==> config.mk <==
export PLATFORM = sky130hd
export DESIGN_NAME = weight_loader
export DESIGN_NICKNAME = d
export VERILOG_FILES = /design/src/rtl/tpu_pkg.sv /design/src/rtl/weight_loader_fifo.sv /design/src/rtl/weight_loader.sv
export SDC_FILE = /design/constraint.sdc
export NUM_CORES = 1
export LEC_CHECK = 0
export CORE_ASPECT_RATIO = 1.5
export CORE_MARGIN = 2
export CORE_UTILIZATION = 40
export CTS_BUF_LIST = sky130_fd_sc_hd__clkbuf_2
export DETAILED_ROUTE_END_ITERATION = 16
export DONT_BUFFER_PORTS = 1
export GPL_TIMING_DRIVEN = 0
export HOLD_SLACK_MARGIN = 0.15
export PLACE_DENSITY = 0.56
export SYNTH_ARGS = -nofsm -noshare
export SYNTH_HDL_FRONTEND = slang
export SYNTH_SLANG_ARGS = --single-unit
==> constraint.sdc <==
create_clock -name clk -period 2.9 [get_ports clk]
set_clock_uncertainty 0.1 [all_clocks]
set_input_delay 0.435 -clock clk [delete_from_list [all_inputs] [get_ports clk]]
set_output_delay 0.435 -clock clk [all_outputs]
set_load 0.02 [all_outputs]
==> src/rtl/tpu_pkg.sv <==
// Shared TPU types: weight-buffer address, byte lanes, and the weight loader FSM encoding.
package tpu_pkg;

  localparam int WEIGHT_ADDR_WIDTH = 8;
  localparam int BYTE_WIDTH        = 8;

  typedef logic [BYTE_WIDTH-1:0]        byte_type;
  typedef logic [WEIGHT_ADDR_WIDTH-1:0] weight_addr_type;

  typedef enum logic [1:0] {
    IDLE  = 2'd0,
    FETCH = 2'd1,
    DRAIN = 2'd2
  } weight_loader_state_type;

endpackage

==> src/rtl/weight_loader_fifo.sv <==
// Show-ahead synchronous FIFO for returned weight rows; the head entry is visible on rd_data
// while the FIFO is non-empty. All state advances only when enable is high.
module weight_loader_fifo #(
  parameter int  DEPTH = 4,
  parameter int  WIDTH = 32,
  localparam int PW    = (DEPTH > 1) ? $clog2(DEPTH) : 1,
  localparam int CW    = $clog2(DEPTH + 1)
) (
  input  logic             clk,
  input  logic             rst,
  input  logic             enable,
  input  logic             wr_en,
  input  logic [WIDTH-1:0] wr_data,
  input  logic             rd_en,
  output logic [WIDTH-1:0] rd_data,
  output logic [CW-1:0]    count,
  output logic             empty
);

  logic [WIDTH-1:0] mem_q [DEPTH];
  logic [PW-1:0]    wr_ptr_q, wr_ptr_d;
  logic [PW-1:0]    rd_ptr_q, rd_ptr_d;
  logic [CW-1:0]    count_q, count_d;
  logic             full;
  logic             do_wr;
  logic             do_rd;

  function automatic logic [PW-1:0] ptr_inc(input logic [PW-1:0] p);
    return (p == PW'(DEPTH - 1)) ? '0 : p + PW'(1);
  endfunction

  assign empty   = (count_q == '0);
  assign full    = (count_q == CW'(DEPTH));
  assign do_wr   = enable & wr_en & ~full;
  assign do_rd   = enable & rd_en & ~empty;
  assign rd_data = mem_q[rd_ptr_q];
  assign count   = count_q;

  always_comb begin
    // NOTE: every combinational output gets a default first so no path leaves it unassigned (no latch).
    wr_ptr_d = wr_ptr_q;
    rd_ptr_d = rd_ptr_q;
    if (do_wr) wr_ptr_d = ptr_inc(wr_ptr_q);
    if (do_rd) rd_ptr_d = ptr_inc(rd_ptr_q);
    count_d = count_q + CW'(do_wr) - CW'(do_rd);
  end

  // NOTE: sequential state uses non-blocking assignments so every flop samples pre-edge values.
  always_ff @(posedge clk) begin
    if (!rst) begin
      wr_ptr_q <= '0;
      rd_ptr_q <= '0;
      count_q  <= '0;
    end else begin
      wr_ptr_q <= wr_ptr_d;
      rd_ptr_q <= rd_ptr_d;
      count_q  <= count_d;
    end
  end

  // NOTE: storage is not reset; entries are only observable after a write, and the consumer masks the empty head.
  always_ff @(posedge clk) begin
    if (do_wr) mem_q[wr_ptr_q] <= wr_data;
  end

endmodule

==> src/rtl/weight_loader.sv <==
// Command-driven weight row fetcher: issues buffer reads under a FIFO credit rule and streams rows out.
// Optional feature: define WEIGHT_LOADER_ZERO_PAD_EN to pad every command to MATRIX_WIDTH rows with zero rows.
module weight_loader
  import tpu_pkg::*;
#(
  parameter int  MATRIX_WIDTH = 4,
  parameter int  READ_LATENCY = 3,
  parameter int  FIFO_DEPTH   = 4,
  localparam int RW           = $clog2(MATRIX_WIDTH + 1),
  localparam int IW           = $clog2(MATRIX_WIDTH)
) (
  input  logic                          clk,
  input  logic                          rst,
  input  logic                          enable,
  input  logic                          cmd_valid,
  output logic                          cmd_ready,
  input  weight_addr_type               cmd_addr,
  input  logic [RW-1:0]                 cmd_rows,
  output logic                          buf_en,
  output weight_addr_type               buf_addr,
  input  byte_type [MATRIX_WIDTH-1:0]   buf_data,
  output logic                          row_valid,
  input  logic                          row_ready,
  output byte_type [MATRIX_WIDTH-1:0]   row_data,
  output logic [IW-1:0]                 row_index,
  output logic                          row_last,
  output logic                          busy,
  output logic                          done
);

`ifdef WEIGHT_LOADER_ZERO_PAD_EN
  localparam bit PAD_EN = 1'b1;
`else
  localparam bit PAD_EN = 1'b0;
`endif

  localparam int CW = $clog2(FIFO_DEPTH + 1);
  localparam int OW = $clog2(READ_LATENCY + 1);
  localparam int DW = MATRIX_WIDTH * $bits(byte_type);

  weight_loader_state_type state_q, state_d;
  weight_addr_type         base_q, base_d;
  logic [RW-1:0]           rows_q, rows_d;
  logic [RW-1:0]           issued_q, issued_d;
  logic [RW-1:0]           out_idx_q, out_idx_d;
  logic [READ_LATENCY-1:0] sr_q, sr_d;
  logic                    done_q, done_d;

  logic [RW-1:0]           rows_clamped;
  logic [RW-1:0]           last_idx;
  logic [OW-1:0]           outstanding;
  logic [CW-1:0]           fifo_count;
  logic                    fifo_empty;
  logic [DW-1:0]           fifo_rd_data;
  logic                    credit_ok;
  logic                    real_phase;
  logic                    cmd_acc;
  logic                    row_hs;
  logic                    last_hs;

  assign rows_clamped = (cmd_rows > RW'(MATRIX_WIDTH)) ? RW'(MATRIX_WIDTH) : cmd_rows;
  assign last_idx     = PAD_EN ? RW'(MATRIX_WIDTH - 1) : rows_q - RW'(1);
  assign real_phase   = (out_idx_q < rows_q);
  assign cmd_acc      = cmd_valid & cmd_ready;
  assign row_hs       = enable & row_valid & row_ready;
  assign last_hs      = row_hs & row_last;

  // Reads still in flight plus rows already buffered must leave room for the read being issued.
  always_comb begin
    outstanding = '0;
    for (int i = 0; i < READ_LATENCY; i++) outstanding = outstanding + OW'(sr_q[i]);
  end
  assign credit_ok = (32'(outstanding) + 32'(fifo_count)) < 32'(FIFO_DEPTH);

  always_ff @(posedge clk) begin
    if (!rst) state_q <= IDLE;
    else if (enable) state_q <= state_d;
  end

  always_comb begin
    state_d = state_q;
    unique case (state_q)
      IDLE: begin
        if (cmd_acc) begin
          if (rows_clamped != '0) state_d = FETCH;
          else if (PAD_EN)        state_d = DRAIN;
        end
      end
      FETCH: if (buf_en && (issued_q + RW'(1) == rows_q)) state_d = DRAIN;
      DRAIN: if (last_hs) state_d = IDLE;
      default: state_d = IDLE;
    endcase
  end

  always_comb begin
    busy      = (state_q != IDLE);
    cmd_ready = enable && (state_q == IDLE);
    buf_en    = enable && (state_q == FETCH) && (issued_q < rows_q) && credit_ok;
    buf_addr  = base_q + weight_addr_type'(issued_q);
    row_valid = busy && (real_phase ? !fifo_empty : PAD_EN);
    row_data  = (row_valid && real_phase) ? fifo_rd_data : '0;
    row_index = out_idx_q[IW-1:0];
    row_last  = row_valid && (out_idx_q == last_idx);
    done      = done_q;
  end

  always_comb begin
    base_d    = base_q;
    rows_d    = rows_q;
    issued_d  = issued_q;
    out_idx_d = out_idx_q;
    done_d    = 1'b0;
    sr_d      = (sr_q << 1) | READ_LATENCY'(buf_en);
    if (cmd_acc) begin
      base_d    = cmd_addr;
      rows_d    = rows_clamped;
      issued_d  = '0;
      out_idx_d = '0;
      done_d    = (rows_clamped == '0) && !PAD_EN;
    end
    if (buf_en) issued_d = issued_q + RW'(1);
    if (row_hs) out_idx_d = last_hs ? '0 : out_idx_q + RW'(1);
    if (last_hs) done_d = 1'b1;
  end

  always_ff @(posedge clk) begin
    if (!rst) begin
      base_q    <= '0;
      rows_q    <= '0;
      issued_q  <= '0;
      out_idx_q <= '0;
      sr_q      <= '0;
      done_q    <= 1'b0;
    end else if (enable) begin
      base_q    <= base_d;
      rows_q    <= rows_d;
      issued_q  <= issued_d;
      out_idx_q <= out_idx_d;
      sr_q      <= sr_d;
      done_q    <= done_d;
    end
  end

  // Pad rows never enter the FIFO; only real rows pop it.
  weight_loader_fifo #(
    .DEPTH (FIFO_DEPTH),
    .WIDTH (DW)
  ) u_fifo (
    .clk     (clk),
    .rst     (rst),
    .enable  (enable),
    .wr_en   (sr_q[READ_LATENCY-1]),
    .wr_data (buf_data),
    .rd_en   (row_hs & real_phase),
    .rd_data (fifo_rd_data),
    .count   (fifo_count),
    .empty   (fifo_empty)
  );

endmodule

==> out/metrics.cfg, run 1 <==
[outcome]
status=finished clean

[layout]
drive_above_1_share_pct=32.67
area_growth_pct=27.13
fin_cells=762
final_cell_area_sq_um=8584
fillers=1374
nets=609

[flow_run]
drv_cap=0

[timing]
fmax_mhz=347.0
worst_slack_ns=0.01784
rsz0062_at_grt=yes
tightest_slew_ns=0.5423
slew_headroom_pct=63.85
hold_viol_final=0
period_share_pct=99.38
slew_viol_final=0
finalCriticalPeriod_ns=2.882
setup_violations=0
fin_hold_ws_ns=0.3563

[yosys]
postSynth.asyncResetShare_pct=0
ys_warn_count=0
ys_seq_area_share_pct=66.41
synth_area_leaders=edfxtp_1, mux4_2, dfxtp_1, ha_1, and3_1
synth-main-ff-cell=edfxtp_1
synth_fp_nets=498
synth_edf_count=128
syn_avg_cell_area_sq_um=15.81
synth_top_cell_area_share_pct=56.92
synth_area_sq_um=6753
synth_top_cell_by_area=edfxtp_1
synth_most_common_cell=edfxtp_1
ys_ff_latch=160
synthTopCellsByCount=edfxtp_1, and3_1, dfxtp_1, mux4_2, nand2_1
netlist-cell-type-count=39
syn_inst=427

[floorplanning]
die_area_sq_um=17960
die_w_um=110.1
start_util_pct=40.63
core_area_sq_um=16620
io_pins=96
fp.dieH_um=163.1
num_rows=58

[power]
irDropWorstVdd_uv=396.4
p_leak_nw=2.949
power_density_nw_per_um2=439.2
total_power_mw=3.770

[setup_path]
startpoint_type=input port
path_buf_inv=5
crit_slowest_cell=dlygate4sd3_1
arrival_ns=3.39
cp_top_family=buffers and inverters
end_kind=flip-flop
r2r_setup_slack_ns=0.11
max_stage_delay_ns=0.58
cp.required_ns=3.41
critPathKind=in -> reg
path_cells=dlygate4sd3_1 > buf_2 > nand2_1 > nor3_2 > buf_2 > nand3b_1 > dlygate4sd3_1 > a21boi_0 > dlygate4sd3_1
cp_common_cell=dlygate4sd3_1
critPathMaxFanout=10

[clock_network]
cts_sinks=160
clk_latency_ns=0.64
cts_tree=yes
htree_levels=4
cts_buffers=17
root_buffer=clkbuf_2
clockBufferDepth=2
path_clk_slew_ns=0.25

[place]
place_area_sq_um=7101
place_inst=641
routabilityCongestion=0.7419
dpl.hpwl_um=8920
portBuffers=0
pre_cts_slack_ns=-0.4187

[route]
dr.pass1.iters=4
wl_per_cell_um=19.19
drc=0
routed_via_density=5.136
num_vias=3914
wl_um=14620
initialDrtViolationCount=172
ant_nets=0

[global_route]
grt_pass1_vias=4167
grt_overflow=0
grt_pass1_wl_um=21730
grt_max_degree=27
antenna_found_initial=1
globalRouteTotalUtil_pct=16.58

[min_path]
hold_class=in -> reg

==> final timing paths <==
check | from | end | cells after the start
max reg2reg | rows_q[1]$_SDFFE_PN0P_ | u_fifo.count[2]$_SDFF_PN0_ | 16
max | enable | rows_q[1]$_SDFFE_PN0P_ | 9
min reg2reg | sr_q[0]$_SDFFE_PN0P_ | sr_q[0]$_SDFFE_PN0P_ | 2
min | buf_data[4] | u_fifo.mem_q[2][4]$_DFFE_PP_ | 1
==> layout make-up <==
| class | count | area (sq um) | area share (%) |
|---|---|---|---|
| clock buffer | 19 | 95.09 | 1.108 |
| antenna | 1 | 2.502 | 0.02915 |
| timing repair buffer | 93 | 996.0 | 11.60 |
| inverter | 23 | 91.34 | 1.064 |
| multi-input combinational | 222 | 2362 | 27.52 |
| tap | 210 | 262.8 | 3.061 |
| buffer | 21 | 157.7 | 1.836 |
| sequential | 160 | 4513 | 52.57 |
| clock inverter | 13 | 103.9 | 1.210 |
==> layout by cell type, fill, tap and decap left out, types with 7 or more instances in the layout <==
master / count
mux2i_1: 7
inv_1: 18
xnor2_1: 7
edfxtp_1: 128
ha_1: 16
mux4_2: 32
clkbuf_2: 22
a21boi_0: 14
nor2b_1: 11
nand2_1: 26
dlygate4sd3_1: 72
dfxtp_2: 11
buf_4: 13
dfxtp_1: 17
and3_4: 25
nor2_1: 9
==> layer usage <==
layer	vias up	routed length, um	GRT usage [%]
met5	-	0	0
met3	8	659	4.429
met2	80	8102	30.81
met4	0	121	4.545
met1	2001	5736	18.15
li1	1825	-	-
==> sequential cells by signal, indices dropped and copies added, names as in the netlist, named ones only <==
register and cells:
rows_q 3, sr_q 3, state_q 2, done 1
u_fifo.mem_q 128, u_fifo.count 3, u_fifo.rd_ptr_q 2, issued_q 3
u_fifo.wr_ptr_q 2, out_idx_q 3, base_q 8
==> worst reg2reg max path, stage by stage, from the launching register on <==
cell and delay (ns):
dfxtp_2 0.41, inv_4 0.05, ha_4 0.20, nor2b_4 0.12
o21ai_4 0.14, buf_12 0.13, nand4_1 0.12, buf_6 0.15
inv_2 0.03, ha_1 0.21, inv_1 0.06, ha_2 0.16
inv_2 0.04, fa_2 0.35, xnor2_2 0.14, xnor2_1 0.12
and2_1 0.15
==> where the power goes <==
group	internal, mW	switching, mW	total [mW]	leakage, nW
Clock	0.245	0.802	1.05	0.120
Combinational	0.126	0.108	0.234	1.41
Sequential	2.48	0.0100	2.49	1.42
Total	2.85	0.920	3.77	2.95
==> per-stage QoR <==
| stage | setup TNS [ns] | util, % |
|---|---|---|
| after floorplan | 0 | - |
| after detailed placement | -0.5358 | 42.73 |
| final | 0 | 51.66 |
| after global placement | -39.18 | 42.22 |
| after global routing | -0.2799 | 51.66 |
| after CTS | 0 | 50.27 |
==> cell families after synthesis <==
kind of cell	after synthesis	share of synthesized area [%]
xor+xnor	14	1.816
buf+inv	45	2.761
mux	39	11.71
fa+ha+maj	23	4.595
flops	160	66.41
simple gates	115	9.468
compound gates	31	3.242
==> repair_timing <==
action                                  in CTS  in global routing
hold buffers                                72                  0
cloned                                       1                  2
resized for setup                          101                 35
pin swaps                                    8                 10
buffers inserted                             5                  9
hold endpoints to repair                   160                  0
endpoints found under the setup margin      40                 37
Power figures use the tool's default switching activity.
==> run 2, diff against run 1 <==
- PLACE_DENSITY: 0.56 -> 0.54
- clock period: 2.9 -> 3.2 ns (I/O delays scaled with it)
==> run 2 against run 1 <==
  * Routed wire length down 4.0%
  * Non-clock buffer count fell by 13
  * Die area is the same
  * First-iteration DRC count down 28%
  * Cell count shrank 1.7%
  * Total power is 5.4% lower
  * Sequential power decreased by 9.2%
  * Worst setup slack better by 0.14 ns
  * Highest routed layer unchanged
  * Via count shrank 0.95%
  * Worst hold slack lost 0.011 ns
  * Register-to-register slack better by 0.07 ns
  * Largest power group unchanged
  * Design area shrank 4.1%
==> out/metrics.cfg, run 2 (same netlist as run 1, synthesis figures left out) <==
[outcome]
status=finished clean  ; unchanged

[place]
place_area_sq_um=7131  ; was 7101 sq um
portBuffers=0  ; unchanged
dpl.hpwl_um=9270  ; was 8920 um
routabilityCongestion=0.7297  ; was 0.7419

[power]
total_power_mw=3.568  ; was 3.770 mW
power_density_nw_per_um2=433.6  ; was 439.2 nW/um^2
irDropWorstVdd_uv=319.1  ; was 396.4 uV
p_leak_nw=2.868  ; was 2.949 nW

[floorplanning]
die_w_um=110.1  ; unchanged
io_pins=96  ; unchanged
num_rows=58  ; unchanged
fp.dieH_um=163.1  ; unchanged
die_area_sq_um=17960  ; unchanged
core_area_sq_um=16620  ; unchanged
start_util_pct=40.63  ; unchanged

[global_route]
grt_max_degree=19  ; was 27
grt_overflow=0  ; unchanged
antenna_found_initial=1  ; unchanged
globalRouteTotalUtil_pct=16.74  ; was 16.58%
grt_pass1_wl_um=21910  ; was 21730 um
grt_pass1_vias=4074  ; was 4167

[setup_path]
critPathCapture=row_data[12]  ; was rows_q[1]$_SDFFE_PN0P_
critPathKind=reg -> out  ; was in -> reg
cp.required_ns=2.62  ; was 3.41 ns
arrival_ns=2.47  ; was 3.39 ns
end_kind=output port  ; was flip-flop
critPathMaxFanout=10  ; unchanged
r2r_end=state_q[1]$_SDFFE_PN0P_  ; was u_fifo.count[2]$_SDFF_PN0_
worstReg2RegStart=out_idx_q[1]$_SDFFE_PN0P_  ; was rows_q[1]$_SDFFE_PN0P_
startpoint=out_idx_q[1]$_SDFFE_PN0P_  ; was enable
rr_worst_depth=9  ; was 16
startpoint_type=flip-flop  ; was input port
r2r_setup_slack_ns=0.18  ; was 0.11 ns

[layout]
final_cell_mix=edfxtp_1, dlygate4sd3_1, mux4_2, dfxtp_1, nand2_1  ; was edfxtp_1, dlygate4sd3_1, mux4_2, nand2_1, and3_4
final_cell_area_sq_um=8229  ; was 8584 sq um
final_common_cell=edfxtp_1  ; unchanged
drive_above_1_share_pct=21.00  ; was 32.67%
area_growth_pct=21.86  ; was 27.13%
biggestRegsByFlops=u_fifo.mem_q (128), base_q (8)  ; unchanged
nets=596  ; was 609
fillers=1433  ; was 1374
largest_reg_flops=128  ; unchanged
largest-register=u_fifo.mem_q  ; unchanged

[clock_network]
cts_buffers=17  ; unchanged
clockBufferDepth=2  ; unchanged
cts_sinks=160  ; unchanged
path_clk_slew_ns=0.24  ; was 0.25 ns
clk_latency_ns=0.72  ; was 0.64 ns
root_buffer=clkbuf_2  ; unchanged
cts_tree=yes  ; unchanged
htree_levels=4  ; unchanged

[route]
ant_nets=0  ; unchanged
wl_per_cell_um=18.74  ; was 19.19 um
wl_um=14040  ; was 14620 um
dr.pass1.iters=6  ; was 4
initialDrtViolationCount=124  ; was 172
num_vias=3877  ; was 3914
routed_via_density=5.176  ; was 5.136
drc=0  ; unchanged

[timing]
finalCriticalPeriod_ns=3.046
setup_violations=0  ; unchanged
tns_ns=0  ; unchanged
slew_viol_final=0  ; unchanged
fin_hold_ws_ns=0.3454  ; was 0.3563 ns
fmax_mhz=328.3
rsz0062_at_grt=yes  ; unchanged
slew_headroom_pct=53.67  ; was 63.85%
tightest_slew_ns=0.6949  ; was 0.5423 ns
period_share_pct=95.20
hold_viol_final=0  ; unchanged

[flow_run]
drv_cap=0  ; unchanged

[min_path]
hold_class=in -> reg  ; unchanged

-- run 2: cell types whose count changed in the layout (fill, tap and decap cells not counted), moves of 4 or more --
cell,delta
and3_1,+15
and3_2,+10
and3_4,-25
buf_12,-6
buf_16,+4
buf_4,-6
dfxtp_1,+12
dfxtp_2,-9
ha_1,+4
xnor2_1,+5
xnor2_2,-5
-- run 2: routing by layer --
metal | track usage, % | part of all wire (%)
met1 | 18.86 | 40
met2 | 29.59 | 53
met3 | 5.267 | 5.8
met4 | 5.466 | 1.5
met5 | 0 | 0
-- run 2: cell type report --
| type | count | area [sq um] | share of cell area, % |
|---|---|---|---|
| Multi-Input combinational cell | 222 | 2145 | 26.06 |
| Clock inverter | 15 | 171.4 | 2.083 |
| Tap cell | 210 | 262.8 | 3.193 |
| Buffer | 22 | 130.1 | 1.581 |
| Clock buffer | 17 | 85.08 | 1.034 |
| Sequential cell | 160 | 4491 | 54.57 |
| Antenna cell | 1 | 2.502 | 0.03041 |
| Inverter | 23 | 86.33 | 1.049 |
| Timing Repair Buffer | 79 | 855.8 | 10.40 |
-- run 2: critical path, stage by stage, from the launching register on --
cell and delay [ns]:
dfxtp_1 0.50, ha_1 0.26, nor2b_1 0.15, o21ai_4 0.25
clkbuf_4 0.28, and3_1 0.31
-- run 2: worst min-delay path by stage --
stage | from | to | slack, ns | depth (start not counted)
global placement | base_q[2]$_SDFFE_PN0P_ | base_q[2]$_SDFFE_PN0P_ | 0.36 | 2
finish | buf_data[4] | u_fifo.mem_q[3][4]$_DFFE_PP_ | 0.35 | 1
floorplan | base_q[0]$_SDFFE_PN0P_ | base_q[0]$_SDFFE_PN0P_ | 0.35 | 2
detailed placement | base_q[2]$_SDFFE_PN0P_ | base_q[2]$_SDFFE_PN0P_ | 0.37 | 2
CTS | buf_data[9] | u_fifo.mem_q[3][9]$_DFFE_PP_ | 0.25 | 1
global route | buf_data[29] | u_fifo.mem_q[1][29]$_DFFE_PP_ | 0.24 | 1
-- run 2: where the power goes --
part	switching [mW]	internal, mW
logic	0.0847	0.0834
registers	0.00778	2.25
clock network	0.756	0.387
total	0.849	2.72
-- run 2: metrics by stage --
step	cells	worst slack, ns	util [%]
2_1_floorplan	427	0.3878	-
3_3_place_gp	637	-0.1536	42.22
3_5_place_dp	641	-0.09148	42.91
4_1_cts	747	0.006838	49.25
5_1_grt	749	-0.04907	49.52
6_report	749	0.1536	49.52
-- run 2: repair_timing --
action	CTS	global route
gates resized for setup	25	19
setup endpoints to repair	37	37
setup buffers	1	1
pin swaps	3	4
gates cloned	0	0
hold buffers	73	0
hold endpoints to repair	160	0
